## config.mk

```make
export PLATFORM = sky130hd
export DESIGN_NAME = pipe_stall_responder
export DESIGN_NICKNAME = d
export VERILOG_FILES = /design/src/rtl/pipe_ctrl_pkg.sv /design/src/rtl/pipe_stall_responder_stall_watchdog.sv /design/src/rtl/pipe_stall_responder.sv
export SDC_FILE = /design/constraint.sdc
export NUM_CORES = 1
export LEC_CHECK = 0
export ABC_AREA = 1
export CORE_MARGIN = 2
export CORE_UTILIZATION = 35
export CTS_BUF_LIST = sky130_fd_sc_hd__clkbuf_4 sky130_fd_sc_hd__clkbuf_8 sky130_fd_sc_hd__clkbuf_16
export CTS_CLUSTER_DIAMETER = 30
export DETAILED_ROUTE_END_ITERATION = 8
export PLACE_DENSITY_LB_ADDON = 0.25
export SKIP_LAST_GASP = 1
export SYNTH_ARGS = -nofsm -noshare
export SYNTH_HDL_FRONTEND = slang
export SYNTH_HIERARCHICAL = 1
export SYNTH_SLANG_ARGS = --single-unit
```

## constraint.sdc

```tcl
create_clock -name Clk -period 1.5 [get_ports Clk]
set_clock_uncertainty 0.15 [all_clocks]
set_input_delay 0.15 -clock Clk [delete_from_list [all_inputs] [get_ports Clk]]
set_output_delay 0.15 -clock Clk [all_outputs]
set_load 0.05 [all_outputs]
```

## src/rtl/pipe_ctrl_pkg.sv

```systemverilog
// Shared definitions for the pipeline stall responder: watchdog state encoding
// and the NOP values that squashed or bubbled pipeline registers are loaded with.
package pipe_ctrl_pkg;

  localparam int CTRL_W_DEF = 16;

  typedef enum logic [1:0] {
    RUN  = 2'b00,
    HOLD = 2'b01,
    ERR  = 2'b10
  } stall_state_t;

  localparam logic [31:0]         NOP_INSTR = 32'h0;
  localparam logic [CTRL_W_DEF-1:0] NOP_CTRL = '0;

endpackage

```

## src/rtl/pipe_stall_responder_stall_watchdog.sv

```systemverilog
// Stall watchdog: counts consecutive Stall cycles and latches a sticky timeout
// once more than MAX_STALL consecutive stalls have been seen.
module stall_watchdog
  import pipe_ctrl_pkg::*;
#(
  parameter int MAX_STALL = 4
) (
  input  logic Clk,
  input  logic Reset,
  input  logic Stall,
  output logic StallActive,
  output logic StallTimeout
);

  localparam int CNT_W = (MAX_STALL < 1) ? 1 : $clog2(MAX_STALL + 1);

  stall_state_t     state_reg, state_next;
  logic [CNT_W-1:0] cnt_reg, cnt_next;
  logic             active_reg, active_next;

  always_ff @(posedge Clk) begin
    if (Reset) begin
      state_reg  <= RUN;
      cnt_reg    <= '0;
      active_reg <= 1'b0;
    end else begin
      state_reg  <= state_next;
      cnt_reg    <= cnt_next;
      active_reg <= active_next;
    end
  end

  always_comb begin
    state_next = state_reg;
    cnt_next   = cnt_reg;
    case (state_reg)
      RUN: begin
        if (Stall) begin
          state_next = HOLD;
          cnt_next   = CNT_W'(1);
        end else begin
          cnt_next = '0;
        end
      end
      HOLD: begin
        if (Stall) begin
          if (cnt_reg == CNT_W'(MAX_STALL)) begin
            state_next = ERR;
          end else begin
            cnt_next = cnt_reg + CNT_W'(1);
          end
        end else begin
          state_next = RUN;
          cnt_next   = '0;
        end
      end
      ERR: begin
        state_next = ERR;
      end
      default: begin
        state_next = RUN;
        cnt_next   = '0;
      end
    endcase
    // Once in ERR the flag just mirrors the previous cycle's Stall.
    active_next = (state_next == ERR) ? Stall : (state_next == HOLD);
  end

  assign StallActive  = active_reg;
  assign StallTimeout = (state_reg == ERR);

endmodule

```

## src/rtl/pipe_stall_responder.sv

```systemverilog
// PC, IF/ID and ID/EX registers driven by the hazard-detector hold/bubble/flush
// controls, plus the stall watchdog. Optional STALL_PERF_CNT_EN adds perf counters.
module pipe_stall_responder
  import pipe_ctrl_pkg::*;
#(
  parameter int          DATA_W    = 32,
  parameter int          CTRL_W    = CTRL_W_DEF,
  parameter logic [DATA_W-1:0] RESET_PC = '0,
  parameter int          MAX_STALL = 4
) (
  input  logic              Clk,
  input  logic              Reset,
  input  logic              PCWrite,
  input  logic              IF_IDWrite,
  input  logic              Stall,
  input  logic              Flush,
  input  logic [DATA_W-1:0] PCNext,
  input  logic [DATA_W-1:0] Instr_in,
  input  logic [DATA_W-1:0] PCPlus4_in,
  input  logic [CTRL_W-1:0] Ctrl_in,
  output logic [DATA_W-1:0] PC,
  output logic [DATA_W-1:0] IF_ID_Instr,
  output logic [DATA_W-1:0] IF_ID_PCPlus4,
  output logic              IF_ID_Valid,
  output logic [CTRL_W-1:0] ID_EX_Ctrl,
  output logic              ID_EX_Valid,
`ifdef STALL_PERF_CNT_EN
  output logic [31:0]       StallCycles,
  output logic [31:0]       FlushCount,
`endif
  output logic              StallActive,
  output logic              StallTimeout
);

  logic [DATA_W-1:0] pc_reg;
  logic [DATA_W-1:0] if_id_instr_reg, if_id_pcplus4_reg;
  logic              if_id_valid_reg;
  logic [CTRL_W-1:0] id_ex_ctrl_reg;
  logic              id_ex_valid_reg;

  // Flush wins over the hold requests: a redirect must never be lost.
  always_ff @(posedge Clk) begin
    if (Reset) begin
      pc_reg <= RESET_PC;
    end else if (Flush || PCWrite) begin
      pc_reg <= PCNext;
    end
  end

  always_ff @(posedge Clk) begin
    if (Reset || Flush) begin
      if_id_instr_reg   <= DATA_W'(NOP_INSTR);
      if_id_pcplus4_reg <= '0;
      if_id_valid_reg   <= 1'b0;
    end else if (IF_IDWrite) begin
      if_id_instr_reg   <= Instr_in;
      if_id_pcplus4_reg <= PCPlus4_in;
      if_id_valid_reg   <= 1'b1;
    end
  end

  always_ff @(posedge Clk) begin
    if (Reset || Stall) begin
      id_ex_ctrl_reg  <= CTRL_W'(NOP_CTRL);
      id_ex_valid_reg <= 1'b0;
    end else begin
      id_ex_ctrl_reg  <= Ctrl_in;
      id_ex_valid_reg <= if_id_valid_reg;
    end
  end

`ifdef STALL_PERF_CNT_EN
  logic [31:0] stall_cycles_reg, flush_count_reg;

  always_ff @(posedge Clk) begin
    if (Reset) begin
      stall_cycles_reg <= '0;
      flush_count_reg  <= '0;
    end else begin
      if (Stall) stall_cycles_reg <= stall_cycles_reg + 32'd1;
      if (Flush) flush_count_reg  <= flush_count_reg + 32'd1;
    end
  end

  assign StallCycles = stall_cycles_reg;
  assign FlushCount  = flush_count_reg;
`endif

  stall_watchdog #(
    .MAX_STALL (MAX_STALL)
  ) u_watchdog (
    .Clk          (Clk),
    .Reset        (Reset),
    .Stall        (Stall),
    .StallActive  (StallActive),
    .StallTimeout (StallTimeout)
  );

  assign PC            = pc_reg;
  assign IF_ID_Instr   = if_id_instr_reg;
  assign IF_ID_PCPlus4 = if_id_pcplus4_reg;
  assign IF_ID_Valid   = if_id_valid_reg;
  assign ID_EX_Ctrl    = id_ex_ctrl_reg;
  assign ID_EX_Valid   = id_ex_valid_reg;

endmodule

```

==> run metrics <==
Crit Path Max Fanout 4; GP Congestion 0.7702; DP HPWL 9887 um; Yosys cell types 20; final WL 13380 um; Post CTS Setup Buffer Count 0; slowest stage cell, crit path dfxtp_1; worst reg-to-reg path cell count 7; Starting Density 35.85%; GR Util All Layers 19.70%; crit end category register; Static Leak 3.597 nW; # setup viols final 0; GR peak layer met2; commonest non-fill, non-tap cell in the layout nand2_1; DRC violations left 0; Die Y 117.9 um; Critical Path RT 1.68 ns; Clock Root Buffer clkbuf_16; Seq/Total Area, Yosys 52.88%; post-synthesis register bit count 120; Placed Area 8019 um^2; hold crit path type in -> reg; total core area 12670 um^2; Synth Instances 581; Overflow after GRT 0; Crit path largest cell delay 0.38 ns; drt wl/cell 13.42 um; ANT cells 0; # port buffers 233; crit-path most repeated cell nor2_2; IO Pins 234; Syn Std Cell Area 4543 um^2; share of layout cells above drive strength 1 26.55%; worst skew pair latency 0.40 ns; largest net degree at the start of global routing 52; status complete, no violations; final hold vios 0; final period utilization 96.80%; via/cell ratio 4.377; TritonCTS buffer count 17; FMAX 688.7 MHz; hold depth 3; unrepaired setup endpoints after global routing no; DRT antenna net count 0; clk buf depth 2; htree depth 4; relative slew slack 65.97%; max_cap viols 0; maximum VDD drop 0.7491 mV; Initial DRC Count 225; CTS tree built; vias in the first global route 4340; total die area 13910 um^2; Synth Area per Inst 7.819 um^2; initial antenna violation count 0; Site Rows 41; Pwr Total 9.118 mW; Pwr Density 1059 nW/um^2; first-pass GRT wire length 21940 um; via count 4364; crit path launch type register; CP arrival 1.64 ns; GR Util met3 8.672%; syn_nets 701; min cycle time layout 1.452 ns; design area 8612 um^2; Slew Viols, Final 0; TritonRoute pass-1 iters 4; most frequent cells in the layout nand2_1 (202), dfxtp_1 (120), clkdlybuf4s50_1 (116), buf_12 (107), nor2_1 (83); die width 117.9 um; met1 Track Usage GR 21.91%; global-route met2 utilization 33.25%; clock-pin slew on the worst setup and hold paths 0.05 ns; Total Nets Final 932; Synthesis Warnings 6; # clock sinks 120; Sum Neg Setup Slack 0 ns; final core occ 67.97%; Least-Margin Pin Slew 0.5104 ns; area grow syn2layout 89.56%; Crit Path Class reg -> reg; fillers 991; Cell Chain, Critical Path inv_1 -> ha_1 -> nand3_2 -> nor2_2 -> nor2_2 -> nand2_1 -> a21oi_2
-- critical path, delay by kind of cell (launching register included) --
kind / cells / cell delay, ns
and+or+nand+nor: 4 / 0.44
DFF: 1 / 0.38
adders and majority gates: 1 / 0.20
AOI/OAI and AO/OA: 1 / 0.14
buffers and inverters: 1 / 0.06
-- where the power goes --
group | internal [mW] | total, mW | switching (mW)
clock network | 2.52 | 3.88 | 1.37
logic | 0.879 | 1.76 | 0.886
registers | 3.33 | 3.47 | 0.135
-- final cells by class --
type,instances,area (um^2),area share [%]
timing repair buffer,244,3461,40.19
clock buffer,25,510.5,5.928
inverter,61,229.0,2.659
clock inverter,7,67.56,0.7845
sequential,120,2402,27.89
multi-input combinational,368,1727,20.05
tap,172,215.2,2.499
-- cell usage after synthesis, drive strengths merged --
cell type	count	share of area [%]
ha	2	0.55
nand4	1	0.14
or2	2	0.28
nand3	3	0.44
dfxtp	120	53
a21oi	67	12
inv	61	5.0
o21ai	1	0.11
nor2	88	7.8
o211ai	1	0.17
clkbuf	4	0.33
nor3	1	0.11
buf	28	3.9
nand2	202	17
-- final timing paths --
kind	slack, ns	start	to
max	0.05	u_watchdog/cnt_reg[0]	u_watchdog/cnt_reg[2]
min	0.12	Ctrl_in[6]	ID_EX_Ctrl[6]
max reg2reg	0.05	u_watchdog/cnt_reg[0]	u_watchdog/cnt_reg[2]
min reg2reg	0.33	u_watchdog/cnt_reg[1]	u_watchdog/cnt_reg[1]
-- per-stage QoR --
step	setup slack, ns	hold WS [ns]	std cells
2_1_floorplan	0.1001	0.06244	581
3_3_place_gp	0.002531	0.3060	964
3_5_place_dp	-0.02665	0.3197	964
4_1_cts	0.04270	0.1012	997
5_1_grt	0.007024	0.1120	997
6_report	0.04798	0.1205	997
-- metal layers --
layer | share of wire [%] | vias up
li1 | - | 2212
met4 | 1.5 | 0
met2 | 50 | 191
met5 | 0 | -
met3 | 11 | 20
met1 | 38 | 1941
-- cells by family after synthesis --
family                     Yosys count  share of synthesized area (%)
buffers and inverters               93                          9.281
DFF                                120                          52.88
and+or+nand+nor                    297                          25.42
adders and majority gates            2                         0.5507
AOI/OAI and AO/OA                   69                          11.87
-- repair_timing --
| item | in CTS | in global routing |
|---|---|---|
| resized for setup | 1 | 0 |
| hold buffers | 1 | 0 |
| endpoints found under the setup margin | 1 | 0 |
| hold endpoints to repair | 2 | 0 |
Power figures use the tool's default switching activity.
